File: config.mk
export PLATFORM = sky130hd
export DESIGN_NAME = fulladd_bist_flat
export DESIGN_NICKNAME = d
export VERILOG_FILES = /design/src/rtl/fulladd_bist_pkg.sv /design/src/rtl/fulladd_bist_if.sv /design/src/rtl/fulladd_gate.sv /design/src/rtl/fulladd_bist.sv /design/src/flat_wrapper.sv
export SDC_FILE = /design/constraint.sdc
export NUM_CORES = 1
export LEC_CHECK = 0
export CAP_MARGIN = 20
export CORE_AREA = 2 2 47 49
export CTS_CLUSTER_SIZE = 10
export DETAILED_ROUTE_END_ITERATION = 12
export DIE_AREA = 0 0 49 51
export GPL_ROUTABILITY_DRIVEN = 1
export PLACE_DENSITY = 0.76
export SYNTH_ARGS = -nofsm -noshare
export SYNTH_HDL_FRONTEND = slang
export SYNTH_HIERARCHICAL = 1
export SYNTH_SLANG_ARGS = --single-unit
File: constraint.sdc
create_clock -name clk -period 1.9 [get_ports clk]
set_clock_uncertainty 0.15 [all_clocks]
set_input_delay 0.57 -clock clk [delete_from_list [all_inputs] [get_ports clk]]
set_output_delay 0.57 -clock clk [all_outputs]
set_load 0.01 [all_outputs]
File: src/rtl/fulladd_bist_pkg.sv
// Shared constants, state encoding and pipeline stage type for the full-adder BIST.
package fulladd_bist_pkg;

  localparam int unsigned NUM_VEC = 8;
  localparam int unsigned MAX_LAT = 3;

  localparam logic [1:0] StIdle = 2'd0;
  localparam logic [1:0] StRun  = 2'd1;
  localparam logic [1:0] StDone = 2'd2;

  // One entry of the expected-result delay line.
  typedef struct packed {
    logic       vld;
    logic [2:0] vec;
    logic       s;
    logic       cout;
  } exp_t;

endpackage

File: src/rtl/fulladd_bist_if.sv
// Bus between the BIST controller (master) and the adder under test (slave).
interface fulladd_bist_if;
  logic dut_a;
  logic dut_b;
  logic dut_cin;
  logic dut_s;
  logic dut_cout;

  modport master (
    output dut_a,
    output dut_b,
    output dut_cin,
    input  dut_s,
    input  dut_cout
  );

  modport slave (
    input  dut_a,
    input  dut_b,
    input  dut_cin,
    output dut_s,
    output dut_cout
  );
endinterface

File: src/rtl/fulladd_gate.sv
// Gate-level one-bit full adder; serves as the golden reference model.
module fulladd_gate (
  input  logic a_i,
  input  logic b_i,
  input  logic cin_i,
  output logic s_o,
  output logic cout_o
);
  logic ab_x;

  assign ab_x   = a_i ^ b_i;
  assign s_o    = ab_x ^ cin_i;
  assign cout_o = (a_i & b_i) | (ab_x & cin_i);
endmodule

File: src/rtl/fulladd_bist.sv
// Exhaustive BIST for a one-bit full adder: sweeps all 8 input vectors and compares
// the returned sum/carry against a golden adder delayed by the DUT latency.
module fulladd_bist
  import fulladd_bist_pkg::*;
#(
  parameter int unsigned LAT = 0
) (
  input  logic           clk,
  input  logic           rst,
  input  logic           start,
  fulladd_bist_if.master bus,
  output logic           busy,
  output logic           done,
  output logic           pass,
  output logic [3:0]     err_cnt,
  output logic [2:0]     fail_vec,
  output logic           fail_valid
);

  logic [1:0] state_q, state_d;
  logic [3:0] cnt_q, cnt_d;
  logic [2:0] stim_q, stim_d;
  logic       stim_vld_q, stim_vld_d;
  logic [3:0] err_q, err_d;
  logic [2:0] fvec_q, fvec_d;
  logic       fvalid_q, fvalid_d;

  logic gold_s, gold_cout;
  logic mismatch;
  exp_t cur, cmp;

  fulladd_gate u_gold (
    .a_i   (stim_q[2]),
    .b_i   (stim_q[1]),
    .cin_i (stim_q[0]),
    .s_o   (gold_s),
    .cout_o(gold_cout)
  );

  assign cur = {stim_vld_q, stim_q, gold_s, gold_cout};

  if (LAT > MAX_LAT) begin : g_bad_lat
    $error("fulladd_bist: LAT out of range");
  end

  // Expected results ride alongside the DUT's own latency.
  if (LAT == 0) begin : g_no_pipe
    assign cmp = cur;
  end else begin : g_pipe
    exp_t pipe_q [LAT];

    always_ff @(posedge clk) begin
      if (rst) begin
        for (int i = 0; i < int'(LAT); i++) pipe_q[i] <= '0;
      end else begin
        pipe_q[0] <= cur;
        for (int i = 1; i < int'(LAT); i++) pipe_q[i] <= pipe_q[i-1];
      end
    end

    assign cmp = pipe_q[LAT-1];
  end

  assign mismatch = (state_q == StRun) && cmp.vld &&
                    ((bus.dut_s != cmp.s) || (bus.dut_cout != cmp.cout));

  always_comb begin
    state_d    = state_q;
    cnt_d      = cnt_q;
    stim_d     = 3'b000;
    stim_vld_d = 1'b0;
    err_d      = err_q;
    fvec_d     = fvec_q;
    fvalid_d   = fvalid_q;
    case (state_q)
      StIdle, StDone: begin
        if (start) begin
          state_d  = StRun;
          cnt_d    = 4'd0;
          err_d    = 4'd0;
          fvec_d   = 3'b000;
          fvalid_d = 1'b0;
        end
      end
      StRun: begin
        if (cnt_q < 4'(NUM_VEC)) begin
          stim_d     = cnt_q[2:0];
          stim_vld_d = 1'b1;
          cnt_d      = cnt_q + 4'd1;
        end
        if (mismatch) begin
          if (err_q < 4'(NUM_VEC)) err_d = err_q + 4'd1;
          if (!fvalid_q) begin
            fvec_d   = cmp.vec;
            fvalid_d = 1'b1;
          end
        end
        // Last vector's compare ends the sweep; pipeline is empty by then.
        if (cmp.vld && (cmp.vec == 3'(NUM_VEC - 1))) state_d = StDone;
      end
      default: state_d = StIdle;
    endcase
  end

  always_ff @(posedge clk) begin
    if (rst) begin
      state_q    <= StIdle;
      cnt_q      <= 4'd0;
      stim_q     <= 3'b000;
      stim_vld_q <= 1'b0;
      err_q      <= 4'd0;
      fvec_q     <= 3'b000;
      fvalid_q   <= 1'b0;
    end else begin
      state_q    <= state_d;
      cnt_q      <= cnt_d;
      stim_q     <= stim_d;
      stim_vld_q <= stim_vld_d;
      err_q      <= err_d;
      fvec_q     <= fvec_d;
      fvalid_q   <= fvalid_d;
    end
  end

  assign bus.dut_a   = stim_q[2];
  assign bus.dut_b   = stim_q[1];
  assign bus.dut_cin = stim_q[0];

  assign busy       = (state_q == StRun);
  assign done       = (state_q == StDone);
  assign pass       = done && (err_q == 4'd0);
  assign err_cnt    = err_q;
  assign fail_vec   = fvec_q;
  assign fail_valid = fvalid_q;

endmodule
File: src/flat_wrapper.sv
// flat-port wrapper written by rule: the top's interface ports become plain ports
module fulladd_bist_flat import fulladd_bist_pkg::*;
#(
  parameter int unsigned LAT = 0
)
  (clk, rst, start, busy, done, pass, err_cnt, fail_vec, fail_valid, bus_dut_a, bus_dut_b, bus_dut_cin, bus_dut_s, bus_dut_cout);
  fulladd_bist_if bus_i ();
  input  logic clk;
  input  logic rst;
  input  logic start;
  output logic busy;
  output logic done;
  output logic pass;
  output logic [3:0] err_cnt;
  output logic [2:0] fail_vec;
  output logic fail_valid;
  output wire logic [$bits(bus_i.dut_a)-1:0] bus_dut_a;
  output wire logic [$bits(bus_i.dut_b)-1:0] bus_dut_b;
  output wire logic [$bits(bus_i.dut_cin)-1:0] bus_dut_cin;
  input wire logic [$bits(bus_i.dut_s)-1:0] bus_dut_s;
  input wire logic [$bits(bus_i.dut_cout)-1:0] bus_dut_cout;
  assign bus_dut_a = bus_i.dut_a;
  assign bus_dut_b = bus_i.dut_b;
  assign bus_dut_cin = bus_i.dut_cin;
  assign bus_i.dut_s = bus_dut_s;
  assign bus_i.dut_cout = bus_dut_cout;
  fulladd_bist #(.LAT(LAT)) u_core (.clk(clk), .rst(rst), .start(start), .bus(bus_i), .busy(busy), .done(done), .pass(pass), .err_cnt(err_cnt), .fail_vec(fail_vec), .fail_valid(fail_valid));
endmodule
==> results.json <==
{
  "fin_setup_tns_ns": -0.5283,
  "core_sq_um": 2063,
  "period_share_pct": 106.5,
  "setup_viol": 5,
  "period_needed_ns": 2.024,
  "cts-root-buf": "clkbuf_4",
  "clk_latency_ns": 0.28,
  "post_dp_cell_area_sq_um": 1182,
  "drc": 0,
  "slew_violations": 0,
  "endpoint_kind": "flop",
  "min_path_type": "flop to flop",
  "max_freq_ghz": 0.4940,
  "area_delta_synth_final_pct": 48.10,
  "maxCapViolations": 0,
  "maxSlewHeadroom_pct": 75.61,
  "cp_slowest_cell": "fa_1",
  "synthFlopType": "dfxtp_1",
  "syn-num-nets": 103,
  "route.antenna.remaining_nets": 0,
  "io_buffers": 18,
  "cp_data_arrival_time_ns": 2.09,
  "synth_seq_cells": 18,
  "grt_usage_pct": 17.08,
  "rsz0062_at_grt": "yes",
  "postSynth.asyncResetShare_pct": 0,
  "drive_gt1_share_pct": 31.82,
  "synthTopCellsByCount": "18 x dfxtp_1, 11 x nand2_1, 11 x nor2_1",
  "hold_viol": 0,
  "yosysSeqAreaShare_pct": 43.84,
  "final_nets": 143,
  "worst_slew_pin_slew_ns": 0.3650,
  "die_h_microns": 51,
  "synthDistinctLibCells": 27,
  "antenna_found_initial": 0,
  "finalPower_uw": 653.6,
  "clkTransAtPathRegs_ns": 0.10,
  "wl_microns": 1859,
  "cts.sinks": 18,
  "cts_tree": "built",
  "num_io_pins": 19,
  "via_per_inst": 4.956,
  "synthMostInstantiatedCell": "dfxtp_1",
  "path_cells": "fa_1 > xor2_2 > o211ai_2 > or3_1 > a21oi_1",
  "p_leak_uw": 0.0005726,
  "rows": 17,
  "diodes": 0,
  "via_count": 793,
  "crit_path_start_kind": "flop",
  "max_stage_delay_ns": 0.60,
  "synth_area_per_cell_sq_um": 8.745,
  "synthCells": 94,
  "yosysWarnings": 6,
  "grt_first_pass_wirelength_microns": 3201,
  "vdd_drop_max_mv": 0.5159,
  "violations": "setup timing",
  "clockBufferDepth": 2,
  "power_density_nw_per_um2": 536.8,
  "ys_top_cells_by_area": "dfxtp_1 44%, nand2_1 5.0%, nor2_1 5.0%",
  "first_iter_violations": 10,
  "synth_top_area_cell": "dfxtp_1",
  "firstDrtPassIters": 4,
  "yosysTopAreaCellShare_pct": 43.84,
  "grt_max_degree": 10,
  "overflow": 0,
  "finalInstanceArea_sq_um": 1217,
  "place_congestion": 0.7853,
  "grt_pass1_vias": 771,
  "cp_max_fo": 5,
  "worst_slack_ns": -0.1242,
  "cts_buffers": 3,
  "setup.worst_path.class": "flop to flop",
  "outcome": "complete, but fails checks",
  "synth_area_sq_um": 822.0,
  "die_area_sq_um": 2499,
  "dp_hpwl_microns": 1497,
  "wire_per_inst_microns": 11.62,
  "h-tree-depth": 1,
  "synth-edff-count": 0,
  "start_util_pct": 39.84,
  "die-width_microns": 49,
  "utilization_pct": 59.01,
  "cp.required_ns": 1.97
}
routing by layer:
| metal | share of wire (%) | vias to the layer above | track usage (%) |
|---|---|---|---|
| met5 | 0 | - | 0 |
| met4 | 0.48 | 0 | 9.524 |
| met3 | 3.3 | 2 | 4.094 |
| met2 | 55 | 14 | 31.74 |
| met1 | 41 | 375 | 17.68 |
| li1 | - | 402 | - |
layout by cell type (no fill, tap or decap), types with 3 or more instances in the layout:
cell	n
clkbuf_4	3
and2_1	3
nand3_1	3
nor2_1	10
inv_1	5
clkdlybuf4s50_1	4
or3_1	3
nand2_1	11
mux2_2	3
dfxtp_2	6
dfxtp_1	12
dlygate4sd2_1	10
buf_4	19
nand2b_1	4
a21oi_1	7
worst paths after layout:
check | slack [ns] | cells after the start | start | to
worst max-delay path | -0.12 | 5 | u_core/stim_q[0] | u_core/err_cnt[3]
worst min-delay path | 0.33 | 2 | u_core/fail_valid | u_core/fail_valid
worst max register to register | -0.12 | 5 | u_core/stim_q[0] | u_core/err_cnt[3]
worst min register to register | 0.33 | 2 | u_core/fail_valid | u_core/fail_valid
where the power goes:
group          internal [uW]  switching (uW)
registers                384            8.08
clock network           73.5             106
logic                   38.9            42.4
total                    497             157
critical path: cells and delay by family, from the launching register on:
kind,cells,cell delay (ns)
simple gates,1,0.34
fa+ha+maj,1,0.60
xor+xnor,1,0.24
compound gates,2,0.30
flops,1,0.34
kinds of logic after synthesis:
kind of cell    synth area share, %
compound gates                12.18
xor+xnor                      3.197
fa+ha+maj                     7.002
buf+inv                       3.805
flops                         43.84
mux                           5.327
simple gates                  24.66
cell type report:
cell class | instances | area, sq um
flip-flops and latches | 18 | 367.9
repair buffers | 37 | 305.3
clock buffers | 3 | 22.52
fillers | 188 | 845.8
multi-input cells | 68 | 462.9
well taps | 28 | 35.03
inverters | 6 | 23.77
registers in the layout, indices dropped and copies added, names as in the netlist:
name and count:
u_core/fail_vec 3, u_core/stim_q 3, u_core/cnt_q 4, u_core/fail_valid 1, u_core/stim_vld_q 1, u_core/err_cnt 4
u_core/state_q 2
timing repair:
action | 4_1_cts | 5_1_grt
resized for setup | 18 | 10
endpoints found under the setup margin | 19 | 11
hold endpoints to repair | 0 | 0
pin swaps | 3 | 1
hold buffers | 0 | 0
buffers inserted | 1 | 0
metrics by stage:
| step | hold WS, ns | setup WS [ns] | instances |
|---|---|---|---|
| after floorplan | 0.3225 | -0.008324 | 94 |
| after global placement | 0.3175 | -0.2550 | 156 |
| after detailed placement | 0.3162 | -0.3063 | 156 |
| after CTS | 0.3283 | -0.1181 | 160 |
| after global routing | 0.3516 | -0.2090 | 160 |
| final | 0.3271 | -0.1242 | 160 |
(Power assumes the default switching activity.)
